### config.mk
export PLATFORM = sky130hd
export DESIGN_NAME = n3l_reaction
export DESIGN_NICKNAME = d
export VERILOG_FILES = /design/src/rtl/md_pkg.sv /design/src/rtl/pair_fifo.sv /design/src/rtl/n3l_reaction.sv
export SDC_FILE = /design/constraint.sdc
export NUM_CORES = 1
export LEC_CHECK = 0
export BUFFER_PORTS_ARGS = -buffer_cell sky130_fd_sc_hd__buf_4
export CAP_MARGIN = 25
export CORE_MARGIN = 4
export CORE_UTILIZATION = 65
export DETAILED_ROUTE_END_ITERATION = 7
export PLACE_DENSITY = 0.9
export REMOVE_ABC_BUFFERS = 1
export SLEW_MARGIN = 20
export SYNTH_ARGS = -nofsm -noshare
export SYNTH_HDL_FRONTEND = slang
export SYNTH_SLANG_ARGS = --single-unit
### constraint.sdc
create_clock -name clk -period 5.3 [get_ports clk]
set_input_delay 1.325 -clock clk [delete_from_list [all_inputs] [get_ports clk]]
set_output_delay 1.325 -clock clk [all_outputs]
set_load 0.005 [all_outputs]
### src/rtl/md_pkg.sv
// Shared MD datapath types: packed 3-axis float force and
// helpers for recognising zero-magnitude axes.
package md_pkg;

  localparam int AXIS_W   = 32;
  localparam int VEC_W    = 3 * AXIS_W;
  localparam int X_OFF    = 0;
  localparam int Y_OFF    = 32;
  localparam int Z_OFF    = 64;
  localparam int SIGN_BIT = 31;

  typedef logic [VEC_W-1:0] vec3_t;

  typedef enum logic [1:0] {
    IDLE,
    EMIT_REF,
    EMIT_NBR
  } state_t;

  // +0 and -0 both count as zero magnitude
  function automatic logic zero_mag(
    input logic [AXIS_W-1:0] a
  );
    return a[SIGN_BIT-1:0] == '0;
  endfunction

  function automatic logic vec_zero(
    input vec3_t v
  );
    return zero_mag(v[X_OFF +: AXIS_W])
        && zero_mag(v[Y_OFF +: AXIS_W])
        && zero_mag(v[Z_OFF +: AXIS_W]);
  endfunction

endpackage

### src/rtl/pair_fifo.sv
// Small pair-record FIFO exposing the head and the entry
// behind it so the emitter can chain pairs without bubbles.
module pair_fifo #(
  parameter int DEPTH = 4,
  parameter int W     = 128
) (
  input  logic                     clk,
  input  logic                     rst_n,
  input  logic                     push,
  input  logic                     pop,
  input  logic [W-1:0]             din,
  output logic [W-1:0]             head,
  output logic [W-1:0]             nxt,
  output logic [$clog2(DEPTH):0]   cnt,
  output logic                     full,
  output logic                     empty
);

  localparam int AW = $clog2(DEPTH);

  logic [W-1:0]  mem [DEPTH];
  logic [AW:0]   wp;
  logic [AW:0]   rp;
  logic [AW-1:0] ra1;

  assign ra1   = rp[AW-1:0] + AW'(1);
  assign head  = mem[rp[AW-1:0]];
  assign nxt   = mem[ra1];
  assign cnt   = wp - rp;
  assign full  = cnt == (AW+1)'(DEPTH);
  assign empty = wp == rp;

  // read/write pointers with wrap bit
  always_ff @(posedge clk or negedge rst_n) begin
    if (!rst_n) begin
      wp <= '0;
      rp <= '0;
    end else begin
      if (push) wp <= wp + (AW+1)'(1);
      if (pop)  rp <= rp + (AW+1)'(1);
    end
  end

  // storage
  always_ff @(posedge clk or negedge rst_n) begin
    if (!rst_n) begin
      for (int i = 0; i < DEPTH; i++)
        mem[i] <= '0;
    end else if (push) begin
      mem[wp[AW-1:0]] <= din;
    end
  end

endmodule

### src/rtl/n3l_reaction.sv
// Newton-third-law expander: each pair record becomes a
// reference write and a sign-flipped neighbor write.
module n3l_reaction
  import md_pkg::*;
#(
  parameter int ID_W  = 16,
  parameter int DEPTH = 4
) (
  input  logic            clk,
  input  logic            rst_n,
  input  logic            in_valid,
  output logic            in_ready,
  input  logic [ID_W-1:0] in_ref_id,
  input  logic [ID_W-1:0] in_nbr_id,
  input  vec3_t           in_force,
  output logic            out_valid,
  input  logic            out_ready,
  output logic [ID_W-1:0] out_id,
  output vec3_t           out_force,
  output logic            out_is_nbr,
  output logic [31:0]     pair_cnt,
  output logic [31:0]     drop_cnt
);

  localparam int PW = 2*ID_W + VEC_W;
  localparam int CW = $clog2(DEPTH) + 1;

  logic            rdy_en;
  logic            push;
  logic            pop;
  logic            drop;
  logic            hs;
  logic            full;
  logic            empty;
  logic            has_nxt;
  logic            h_drop;
  logic            n_drop;
  logic [PW-1:0]   din;
  logic [PW-1:0]   head;
  logic [PW-1:0]   nxt;
  logic [CW-1:0]   cnt;
  logic [ID_W-1:0] h_ref;
  logic [ID_W-1:0] h_nbr;
  logic [ID_W-1:0] n_ref;
  logic [ID_W-1:0] n_nbr;
  vec3_t           h_f;
  vec3_t           n_f;
  state_t          state;

  // zero axes go out as +0; neighbor copy flips the sign
  function automatic logic [AXIS_W-1:0] ax(
    input logic [AXIS_W-1:0] a,
    input logic              neg
  );
    if (zero_mag(a))
      return '0;
    return {a[SIGN_BIT] ^ neg, a[SIGN_BIT-1:0]};
  endfunction

  function automatic vec3_t fmt(
    input vec3_t v,
    input logic  neg
  );
    vec3_t r;
    r[X_OFF +: AXIS_W] = ax(v[X_OFF +: AXIS_W], neg);
    r[Y_OFF +: AXIS_W] = ax(v[Y_OFF +: AXIS_W], neg);
    r[Z_OFF +: AXIS_W] = ax(v[Z_OFF +: AXIS_W], neg);
    return r;
  endfunction

  assign din = {in_ref_id, in_nbr_id, in_force};
  assign {h_ref, h_nbr, h_f} = head;
  assign {n_ref, n_nbr, n_f} = nxt;

  assign h_drop  = (h_ref == h_nbr) || vec_zero(h_f);
  assign n_drop  = (n_ref == n_nbr) || vec_zero(n_f);
  assign has_nxt = cnt > CW'(1);

  assign in_ready = rdy_en & ~full;
  assign push     = in_valid & in_ready;
  assign hs       = out_valid & out_ready;
  assign drop     = (state == IDLE) & ~empty & h_drop;
  assign pop      = drop | ((state == EMIT_NBR) & hs);

  pair_fifo #(
    .DEPTH (DEPTH),
    .W     (PW)
  ) u_fifo (
    .clk   (clk),
    .rst_n (rst_n),
    .push  (push),
    .pop   (pop),
    .din   (din),
    .head  (head),
    .nxt   (nxt),
    .cnt   (cnt),
    .full  (full),
    .empty (empty)
  );

  // hold in_ready low until the first edge out of reset
  always_ff @(posedge clk or negedge rst_n) begin
    if (!rst_n) rdy_en <= 1'b0;
    else        rdy_en <= 1'b1;
  end

  // emit FSM with registered output write
  always_ff @(posedge clk or negedge rst_n) begin
    if (!rst_n) begin
      state      <= IDLE;
      out_valid  <= 1'b0;
      out_id     <= '0;
      out_force  <= '0;
      out_is_nbr <= 1'b0;
    end else begin
      unique case (state)
        IDLE: begin
          if (!empty && !h_drop) begin
            state      <= EMIT_REF;
            out_valid  <= 1'b1;
            out_id     <= h_ref;
            out_force  <= fmt(h_f, 1'b0);
            out_is_nbr <= 1'b0;
          end
        end
        EMIT_REF: begin
          if (hs) begin
            state      <= EMIT_NBR;
            out_id     <= h_nbr;
            out_force  <= fmt(h_f, 1'b1);
            out_is_nbr <= 1'b1;
          end
        end
        EMIT_NBR: begin
          if (hs) begin
            if (has_nxt && !n_drop) begin
              state      <= EMIT_REF;
              out_id     <= n_ref;
              out_force  <= fmt(n_f, 1'b0);
              out_is_nbr <= 1'b0;
            end else begin
              state     <= IDLE;
              out_valid <= 1'b0;
            end
          end
        end
        default: begin
          state     <= IDLE;
          out_valid <= 1'b0;
        end
      endcase
    end
  end

  // completed and discarded pair counters
  always_ff @(posedge clk or negedge rst_n) begin
    if (!rst_n) begin
      pair_cnt <= '0;
      drop_cnt <= '0;
    end else begin
      if ((state == EMIT_NBR) && hs) pair_cnt <= pair_cnt + 32'd1;
      if (drop)                      drop_cnt <= drop_cnt + 32'd1;
    end
  end

endmodule

==> flow_metrics.tcl <==
set metrics [dict create \
    clockPowerShare_pct 18.0 \
    maxCapViolations 0 \
    yosys.area_share.simple_pct 3.68 \
    port-buffer-count 310 \
    die_h_um 239 \
    drc_errors 0 \
    reg2reg_slack_ps 340 \
    die_w_um 239 \
    final_nets 2667 \
    drt_pass1_iterations 7 \
    fmaxAchievable_ghz 0.202 \
    cts-hold-fix-buffers 0 \
    path_class "flip-flop to flip-flop" \
    synth_seq_cells 699 \
    synth_top_family_by_area "multiplexers" \
    async_reset_ff_share_pct 100 \
    min_path_type "flip-flop to flip-flop" \
    finalSetupViolCount 0 \
    synth_flop_cell "dfrtp_1" \
    clock_skew_ps 22.3 \
    synth_fa_ha_area_share_pct 0.562 \
    reg2reg_from "u_fifo.rp[0]" \
    min_path_cells 1 \
    seqPwrFrac_pct 32.3 \
    dpl-instance-area_um2 37700 \
    p_leak_nw 17.5 \
    via_count 22707 \
    wl_mm 89.5 \
    grt_overflow_total 0 \
    yosysSeqAreaShare_pct 50.4 \
    period_needed_ps 4960 \
    min_from "drop_cnt[31]" \
    internal-power_mw 19.4 \
    synth_edf_count 0 \
    slowest_delay_ps 660 \
    dp_hpwl_mm 57.0 \
    cp_data_arrival_time_ps 5450 \
    grt_pass1_vias 24175 \
    clkLatencyLatePin_ps 630 \
    vdd_drop_max_mv 0.713 \
    slew_headroom_pct 29.9 \
    stdcell_count 3274 \
    crit_top_cell "nor4_1" \
    p_sw_share_pct 35.6 \
    vias_per_cell 6.94 \
    dp_cells 3133 \
    path_cells "ha_4 -> buf_12 -> mux4_2 -> nor4_1 -> nand4_1 -> nor4_1 -> a221oi_1 -> o21bai_1 -> nand3b_4 -> buf_4 -> mux2_2" \
    p_sw_mw 10.7 \
    syn_to_final_growth_pct 16.0 \
    clock_sinks 699 \
    synth_cell_type_count 44 \
    yosys.area.top_type_share_pct 50.4 \
    p_comb_share_pct 49.7 \
    drtIter0Drc 2207 \
    r2r_end "out_force[2]" \
    maxSlewViolCount 0 \
    clockBufferDepth 3 \
    ys_warn_count 0 \
    syn_area_per_cell_um2 15.4 \
    drive_gt1_share_pct 50.3 \
    synth.largest_area_cell "dfrtp_1" \
    finalHoldViolations 0 \
    htree_levels 3 \
    worst_pin_slew_ps 1050 \
    status "complete, no violations" \
    synth_cells 2254 \
    critPathSlowestCell "ha_4" \
    clk_pin_slew_ps 60 \
    fp-row-count 84 \
    hold_end "drop_cnt[31]" \
    crit_path_end_kind "flip-flop" \
    io_pins 311 \
    reg2reg_depth 11 \
    grt_start_max_net_pins 135 \
    final_cell_area_um2 40300 \
    cts_tree "done" \
    die_area_um2 57200 \
    worstPathRequired_ps 5800 \
    synth_xor_area_share_pct 2.52 \
    place_congestion 0.841 \
    synth_compound_area_share_pct 3.38 \
    post_cts_buffers 0 \
    muxShareOfSynthArea_pct 36.9 \
    min_period_over_period_pct 93.5 \
    core_um2 52800 \
    ctsResizeCount 0 \
    start_kind "flip-flop" \
    grt_pass1_wl_mm 141 \
    start_util_pct 65.8 \
    grt_antenna_before_repair 13 \
    rsz0062_at_grt "no" \
    ys_top_cells_by_area "dfrtp_1 (50%), mux2_2 (18%), mux4_2 (17%)" \
    syn-cell-area_um2 34700 \
    grt_usage_pct 31.7 \
    ant_nets 0 \
    crit_fanout 23 \
    p_per_area_nw_per_um2 747 \
    wl_per_cell_um 27.3 \
    cts-root-buf "clkbuf_16" \
    numCtsBuffers 73 \
]
==> synth_stat cells, drive strengths merged (7+ instances only) <==
cell type	number
a21oi	19
a22o	93
a22oi	16
and3	17
and4	7
buf	74
clkbuf	87
dfrtp	699
ha	14
inv	14
mux2	627
mux4	256
nand2	36
nand3	24
nand4	43
nor2	33
nor3	7
nor4	47
o21ai	11
xnor2	90
xor2	10
==> through the flow <==
step	power (mW)	worst slack, ps	setup TNS [ps]	hold WS, ps	util, %
after detailed placement	24.4	344	0	471	71.5
after global routing	31.6	60.7	0	514	76.4
after CTS	30.1	314	0	480	76.3
final	30.1	345	0	481	76.4
after global placement	23.6	335	0	462	71.5
after floorplan	19.9	-11080	-5077440	466	-
==> cells in the final DEF, fill, tap and decap left out, drive strengths merged, types with 7 or more instances in the layout <==
master  synthesis  layout
dfrtp         699     699
mux2          627     627
buf            74     352
mux4          256     256
clkbuf         87     107
a22o           93      93
xnor2          90      90
nor4           47      47
nand4          43      43
nand2          36      36
nor2           33      33
nand3          24      24
a21oi          19      19
and3           17      17
inv            14      17
a22oi          16      16
ha             14      14
clkinv          0      13
o21ai          11      11
xor2           10      10
diode           0       9
bufinv          0       9
nor3            7       7
and4            7       7
==> sequential cells by signal (all words and copies together), names as in the netlist <==
| signal | cells |
|---|---|
| u_fifo.mem | 512 |
| out_force | 96 |
| drop_cnt | 32 |
| pair_cnt | 32 |
| out_id | 16 |
| u_fifo.rp | 3 |
| u_fifo.wp | 3 |
| state | 2 |
| out_is_nbr | 1 |
| out_valid | 1 |
| rdy_en | 1 |
==> how the worst max path moves through the flow <==
stage / from / end / slack, ps / cells after the start
2_1_floorplan: u_fifo.rp[0] / out_force[32] / -11080 / 9
3_3_place_gp: u_fifo.rp[0] / out_force[2] / 330 / 11
3_5_place_dp: u_fifo.rp[0] / out_force[2] / 340 / 11
4_1_cts: u_fifo.rp[0] / out_force[2] / 310 / 11
5_1_grt: u_fifo.rp[0] / out_force[2] / 60 / 11
6_report: u_fifo.rp[0] / out_force[2] / 340 / 11
==> metal layers <==
metal,share of wire (%),global-route usage (%),vias to the layer above
li1,-,-,9275
met1,37,41.9,12022
met2,50,52.1,1138
met3,7.5,6.64,266
met4,4.7,13.2,6
met5,0.053,0,-
==> kinds of logic after synthesis <==
group,count (synthesis)
muxes,883
adders and majority gates,15
buffers and inverters,175
AOI/OAI and AO/OA,150
DFF,699
other,1
and+or+nand+nor,231
xor gates and xnor gates,100
==> worst max-delay path: cells and delay by family, from the launching register on <==
family,cells,cell delay (ps)
flops,1,520
simple gates,4,1720
fa+ha+maj,1,660
buf+inv,2,610
compound gates,2,380
mux,2,930
==> power by group through the flow <==
stage | Clock [mW] | Combinational [mW] | Sequential (mW)
finish | 5.41 | 15.0 | 9.73
CTS | 5.47 | 15.0 | 9.63
detailed placement | 0 | 14.7 | 9.64
floorplan | 0 | 10.6 | 9.38
global placement | 0 | 14.3 | 9.32
global route | 5.69 | 15.9 | 9.94
==> area by class of cell <==
class	count	area, um^2
clock buffer	107	2140
fill	2975	12500
tap	688	861
multi-input combinational	1380	16400
antenna	9	22.5
timing repair buffer	352	2910
sequential	699	17500
inverter	14	52.6
clock inverter	25	395
Power figures use the tool's default switching activity.
